### src/rtl/wave_synth_core.sv
// wave_synth_core
// Sample-generation stage that sits after the UART command decoder. A phase
// accumulator advances once per sample tick. From the top 8 bits of the
// accumulator it produces one 8-bit unsigned sample per tick, with an optional
// LFSR white-noise mix. A new waveform selection is only adopted when the phase
// wraps, so the output never jumps in the middle of a period. A change is
// adopted at once while the output is silent or freq_word is 0.
//
// Ports
//   clk             system clock (25 MHz)
//   rst             synchronous reset, active-high
//   wave_select     000 square, 001 saw, 010 triangle, 011 reverse saw, 1xx silence
//   white_noise_en  mix LFSR noise into the sample
//   freq_word       phase increment per sample tick
//   sample          unsigned sample, midscale 8'h80
//   sample_valid    one-cycle strobe; sample was updated this cycle
module wave_synth_core #(
   parameter int unsigned SAMPLE_DIV = 521,
   parameter int unsigned ACC_W      = 24,
   parameter logic [15:0] LFSR_SEED  = 16'hACE1
) (
   input  logic             clk,
   input  logic             rst,
   input  logic [2:0]       wave_select,
   input  logic             white_noise_en,
   input  logic [ACC_W-1:0] freq_word,
   output logic [7:0]       sample,
   output logic             sample_valid
);

   localparam int unsigned      DIV_W    = (SAMPLE_DIV > 2) ? $clog2(SAMPLE_DIV) : 1;
   localparam logic [DIV_W-1:0] DIV_LAST = DIV_W'(SAMPLE_DIV - 1);
   // An all-zero LFSR would lock up, so a zero seed falls back to the default.
   localparam logic [15:0]      SEED     = (LFSR_SEED == 16'h0000) ? 16'hACE1 : LFSR_SEED;

   logic [DIV_W-1:0] div_cnt;
   logic             tick;
   logic [ACC_W-1:0] acc;
   logic [ACC_W:0]   acc_sum;
   logic [15:0]      lfsr;
   logic             lfsr_fb;
   logic [2:0]       active_sel;
   logic             noise_q;
   logic             stage2;
   logic [7:0]       phase;
   logic [7:0]       wave;
   logic [7:0]       mixed;

   // The prescaler counts down from SAMPLE_DIV-1 and ticks at zero. After
   // reset this gives the same tick spacing as an up-counter that starts at 0.
   assign tick    = (div_cnt == '0);
   assign acc_sum = {1'b0, acc} + {1'b0, freq_word};
   assign lfsr_fb = lfsr[15] ^ lfsr[13] ^ lfsr[12] ^ lfsr[10];
   assign phase   = acc[ACC_W-1 -: 8];

   always_comb begin
      wave = 8'h80;
      case (active_sel)
         3'b000:  wave = phase[7] ? 8'h00 : 8'hFF;
         3'b001:  wave = phase;
         3'b010:  wave = phase[7] ? ~{phase[6:0], 1'b0} : {phase[6:0], 1'b0};
         3'b011:  wave = ~phase;
         default: wave = 8'h80;
      endcase
   end

   // Both operands are halved, so the sum is at most 254 and needs no saturation.
   assign mixed = noise_q ? ({1'b0, wave[7:1]} + {1'b0, lfsr[7:1]}) : wave;

   always_ff @(posedge clk) begin
      if (rst) begin
         div_cnt      <= DIV_LAST;
         acc          <= '0;
         lfsr         <= SEED;
         active_sel   <= 3'b100;
         noise_q      <= 1'b0;
         stage2       <= 1'b0;
         sample       <= 8'h80;
         sample_valid <= 1'b0;
      end else begin
         stage2       <= tick;
         sample_valid <= stage2;
         if (stage2) begin
            sample <= mixed;
         end
         if (tick) begin
            div_cnt <= DIV_LAST;
            acc     <= acc_sum[ACC_W-1:0];
            lfsr    <= {lfsr[14:0], lfsr_fb};
            noise_q <= white_noise_en;
            // Adopt a new waveform on a phase wrap. Also adopt it when the
            // output is silent or stalled, because there is then no period to
            // protect.
            if (acc_sum[ACC_W] || active_sel[2] || (freq_word == '0)) begin
               active_sel <= wave_select;
            end
         end else begin
            div_cnt <= div_cnt - DIV_W'(1);
         end
      end
   end

endmodule

### config.mk
export PLATFORM = sky130hd
export DESIGN_NAME = wave_synth_core
export DESIGN_NICKNAME = d
export VERILOG_FILES = /design/src/rtl/wave_synth_core.sv
export SDC_FILE = /design/constraint.sdc
export NUM_CORES = 1
export LEC_CHECK = 0
export ABC_AREA = 1
export BUFFER_PORTS_ARGS = -buffer_cell sky130_fd_sc_hd__buf_2
export CAP_MARGIN = 20
export CORE_ASPECT_RATIO = 2
export CORE_UTILIZATION = 60
export CTS_BUF_LIST = sky130_fd_sc_hd__clkbuf_16
export CTS_CLUSTER_DIAMETER = 40
export CTS_CLUSTER_SIZE = 14
export DETAILED_ROUTE_END_ITERATION = 8
export PLACE_DENSITY = 0.84
export RECOVER_POWER = 50
export SYNTH_ARGS = -nofsm -noshare
export SYNTH_HDL_FRONTEND = slang
export SYNTH_SLANG_ARGS = --single-unit
export TNS_END_PERCENT = 5
### constraint.sdc
create_clock -name clk -period 5.5 [get_ports clk]
set_input_delay 0.275 -clock clk [delete_from_list [all_inputs] [get_ports clk]]
set_output_delay 0.275 -clock clk [all_outputs]
set_load 0.02 [all_outputs]
==> run_results.csv <==
group,metric,value,unit
outcome,outcome,"complete, no violations",
worst_setup_path,crit_chain,"inv_1 > ha_1 > nand2_1 > nor2_1 > nand4_4 > nor2_4 > nand2_1 > nor2_1 > nand2_1 > clkinvlp_2 > nand3_1 > o21ai_2",
placement,numPortBuffers,38,
floorplanning,num_rows,43,
timing,fin_crit,3480,ps
synthesis,yosysWarnings,0,
clock_tree,cts_tree,"yes",
drt,highest_layer,"met4",
final_layout,drive_gt1_frac,0.0827,
synthesis,synth_edf_count,0,
timing,rsz0062_at_grt,"false",
worst_setup_path,path_max_fanout,26,
drt,detail-route-antenna-nets,0,
worst_setup_path,worst-path-stages,12,
worst_setup_path,crit_required,5700,ps
drt,route.met2.wl,6370,microns
worst_setup_path,path_buf_inv,2,
final_layout,mostFrequentLayoutCells,"nand2_1, inv_1, nor2_1",
synthesis,yosys.area.top_type,"dfxtp_1",
final_layout,diodes,0,
clock_tree,cts.reportedPaths.clkPinSlew,60,ps
drt,dr.pass1.iters,5,
final_layout,fill_cells,647,
drt,wire_per_inst,15.1,microns
worst_setup_path,cp_top_family,"simple AND/OR/NAND/NOR gates",
final_layout,regArea,1280,sq um
worst_setup_path,worst_path_most_repeated_cell,"nand2_1",
synthesis,syn_area,4380,sq um
global_routing,groute.usage.overall,0.327,
global_routing,gr-total-overflow,0,
worst_setup_path,critical_path_class,"reg -> reg",
clock_tree,cts_hold_buffers,0,
synthesis,yosys-top-cells-area,"dfxtp_1, nand2_1, ha_1",
floorplanning,io_pins,39,
global_routing,antenna_found_initial,0,
synthesis,synth-seq-cells,64,
global_routing,grt_pass1_wl,19400,microns
run,cap_violations,0,
final_layout,area_growth,10.6,%
floorplanning,start_util,0.626,
final_layout,multiInputGateArea,2640,sq um
timing,tns,0,ps
drt,dr_total_vias,4450,
worst_setup_path,reg2reg_depth,12,
synthesis,synth_fp_nets,722,
pwr,power_density,246,nW/um^2
synthesis,yosysUniqueCellTypes,44,
clock_tree,numCtsBuffers,9,
timing,hold_viol,0,
worst_setup_path,cp-start-kind,"register",
final_layout,layout_commonest_cell,"nand2_1",
placement,hpwl,9400,microns
pwr,p_leak,2.30,nW
global_routing,grt_pass1_vias,4509,
timing,slew_viol_final,0,
clock_tree,cts_resized,0,
drt,wl,11900,microns
drt,drt_iter0_markers,214,
placement,place.gp.congestion,0.949,
final_layout,finalNetCount,760,
pwr,irDropWorstVdd,0.209,mV
synthesis,synth_ff_type,"dfxtp_1",
global_routing,grt_max_degree,28,
drt,m1WireLength,4190,microns
floorplanning,die_height,123,microns
clock_tree,cts_sinks,64,
worst_setup_path,critPathSlowestCell,"clkinvlp_2",
synthesis,syn_area_per_cell,6.66,sq um
floorplanning,core-area,6990,sq um
floorplanning,die_x,62.4,microns
synthesis,synthCells,658,
worst_hold_path,hold_depth,3,
clock_tree,cts_setup_buffers,0,
clock_tree,h-tree-depth,3,
synthesis,synth_top_area_frac,0.292,
synthesis,postSynth.asyncResetShare,0,
timing,worstMarginPinSlew,1000,ps
clock_tree,clockBufferDepth,2,
clock_tree,worst_skew_pair.late_latency,340,ps
worst_setup_path,crit_path_max_incr_delay,1070,ps
pwr,power,0.00119,W
clock_tree,clockRootBuffer,"clkbuf_16",
worst_setup_path,cp-end-kind,"register",
floorplanning,die_area,7670,sq um
timing,setup_violations,0,
worst_setup_path,critPathArrivalTime,3680,ps
drt,route.detailed.drc,0,
drt,viasPerCell,5.63,
timing,period_share,0.632,
timing,relSlewSlack,0.330,
drt,met3WireLength,327,microns
timing,fin_skew,4.87,ps
worst_hold_path,hold_path.class,"in -> reg",
synthesis,yosysSeqAreaShare,0.292,
timing,clock.fmax,0.288,GHz
-- worst register-to-register path: stages (launching register included) --
cell,delay (ps)
dfxtp_1,370
inv_1,80
ha_1,210
nand2_1,90
nor2_1,90
nand4_4,90
nor2_4,30
nand2_1,110
nor2_1,110
nand2_1,580
clkinvlp_2,1090
nand3_1,420
o21ai_2,80
-- final timing paths --
| kind | start | to | slack (ps) |
|---|---|---|---|
| max | div_cnt[0] | acc[16] | 2020 |
| min | white_noise_en | noise_q | 150 |
| max reg2reg | div_cnt[0] | acc[16] | 2020 |
| min reg2reg | acc[12] | acc[12] | 460 |
-- where the power goes --
group          internal (W)  switching (W)  total, W
Clock              0.000355       0.000231  0.000586
Sequential         0.000475      0.0000102  0.000485
Combinational     0.0000408      0.0000787  0.000119
-- layout make-up --
cell class	count	area share
flip-flops and latches	64	0.264
clock inverters	7	0.0157
multi-input cells	494	0.544
repair buffers	38	0.0369
well taps	90	0.0232
inverters	89	0.0692
clock buffers	9	0.0465
-- cell usage after synthesis, drive strengths merged (2+ instances only) --
cell and count:
nand2 182, inv 87, nor2 71, dfxtp 64, a21oi 54, o21ai 50
ha 32, nand3 29, nand4 13, o22ai 10, xnor2 10, a22oi 7
buf 7, nor3 6, o21bai 5, clkbuf 4, o2111ai 4, xor2 4
a22o 2, a31oi 2, clkinv 2, fa 2, nand3b 2, or2 2
-- flip-flops by register name (all words and copies together), names as in the netlist --
name          count
active_sel        3
acc              24
div_cnt          10
noise_q           1
sample            8
sample_valid      1
lfsr             16
stage2            1
-- metal layers --
metal,track usage,vias up
met5,0,-
li1,-,2249
met4,0.292,0
met1,0.282,2015
met2,0.638,126
met3,0.0400,60
-- through the flow --
| step | instances | hold WS (ps) | util | area (sq um) | worst slack, ps |
|---|---|---|---|---|---|
| detailed placement | 775 | 449 | 0.659 | 4610 | 2850 |
| global placement | 775 | 440 | 0.659 | 4610 | 2960 |
| CTS | 791 | 147 | 0.702 | 4910 | 2830 |
| floorplan | 658 | 344 | - | 4380 | 3220 |
| finish | 791 | 147 | 0.693 | 4850 | 2020 |
| global route | 791 | 173 | 0.693 | 4850 | 1700 |
-- cells by family after synthesis --
family,count (synthesis),synth area share
buffers and inverters,100,0.0945
xor gates and xnor gates,14,0.0280
adders and majority gates,34,0.101
AOI/OAI and AO/OA,138,0.181
and+or+nand+nor,308,0.304
DFF,64,0.292
Note: power is estimated with default switching activity, not from simulation.
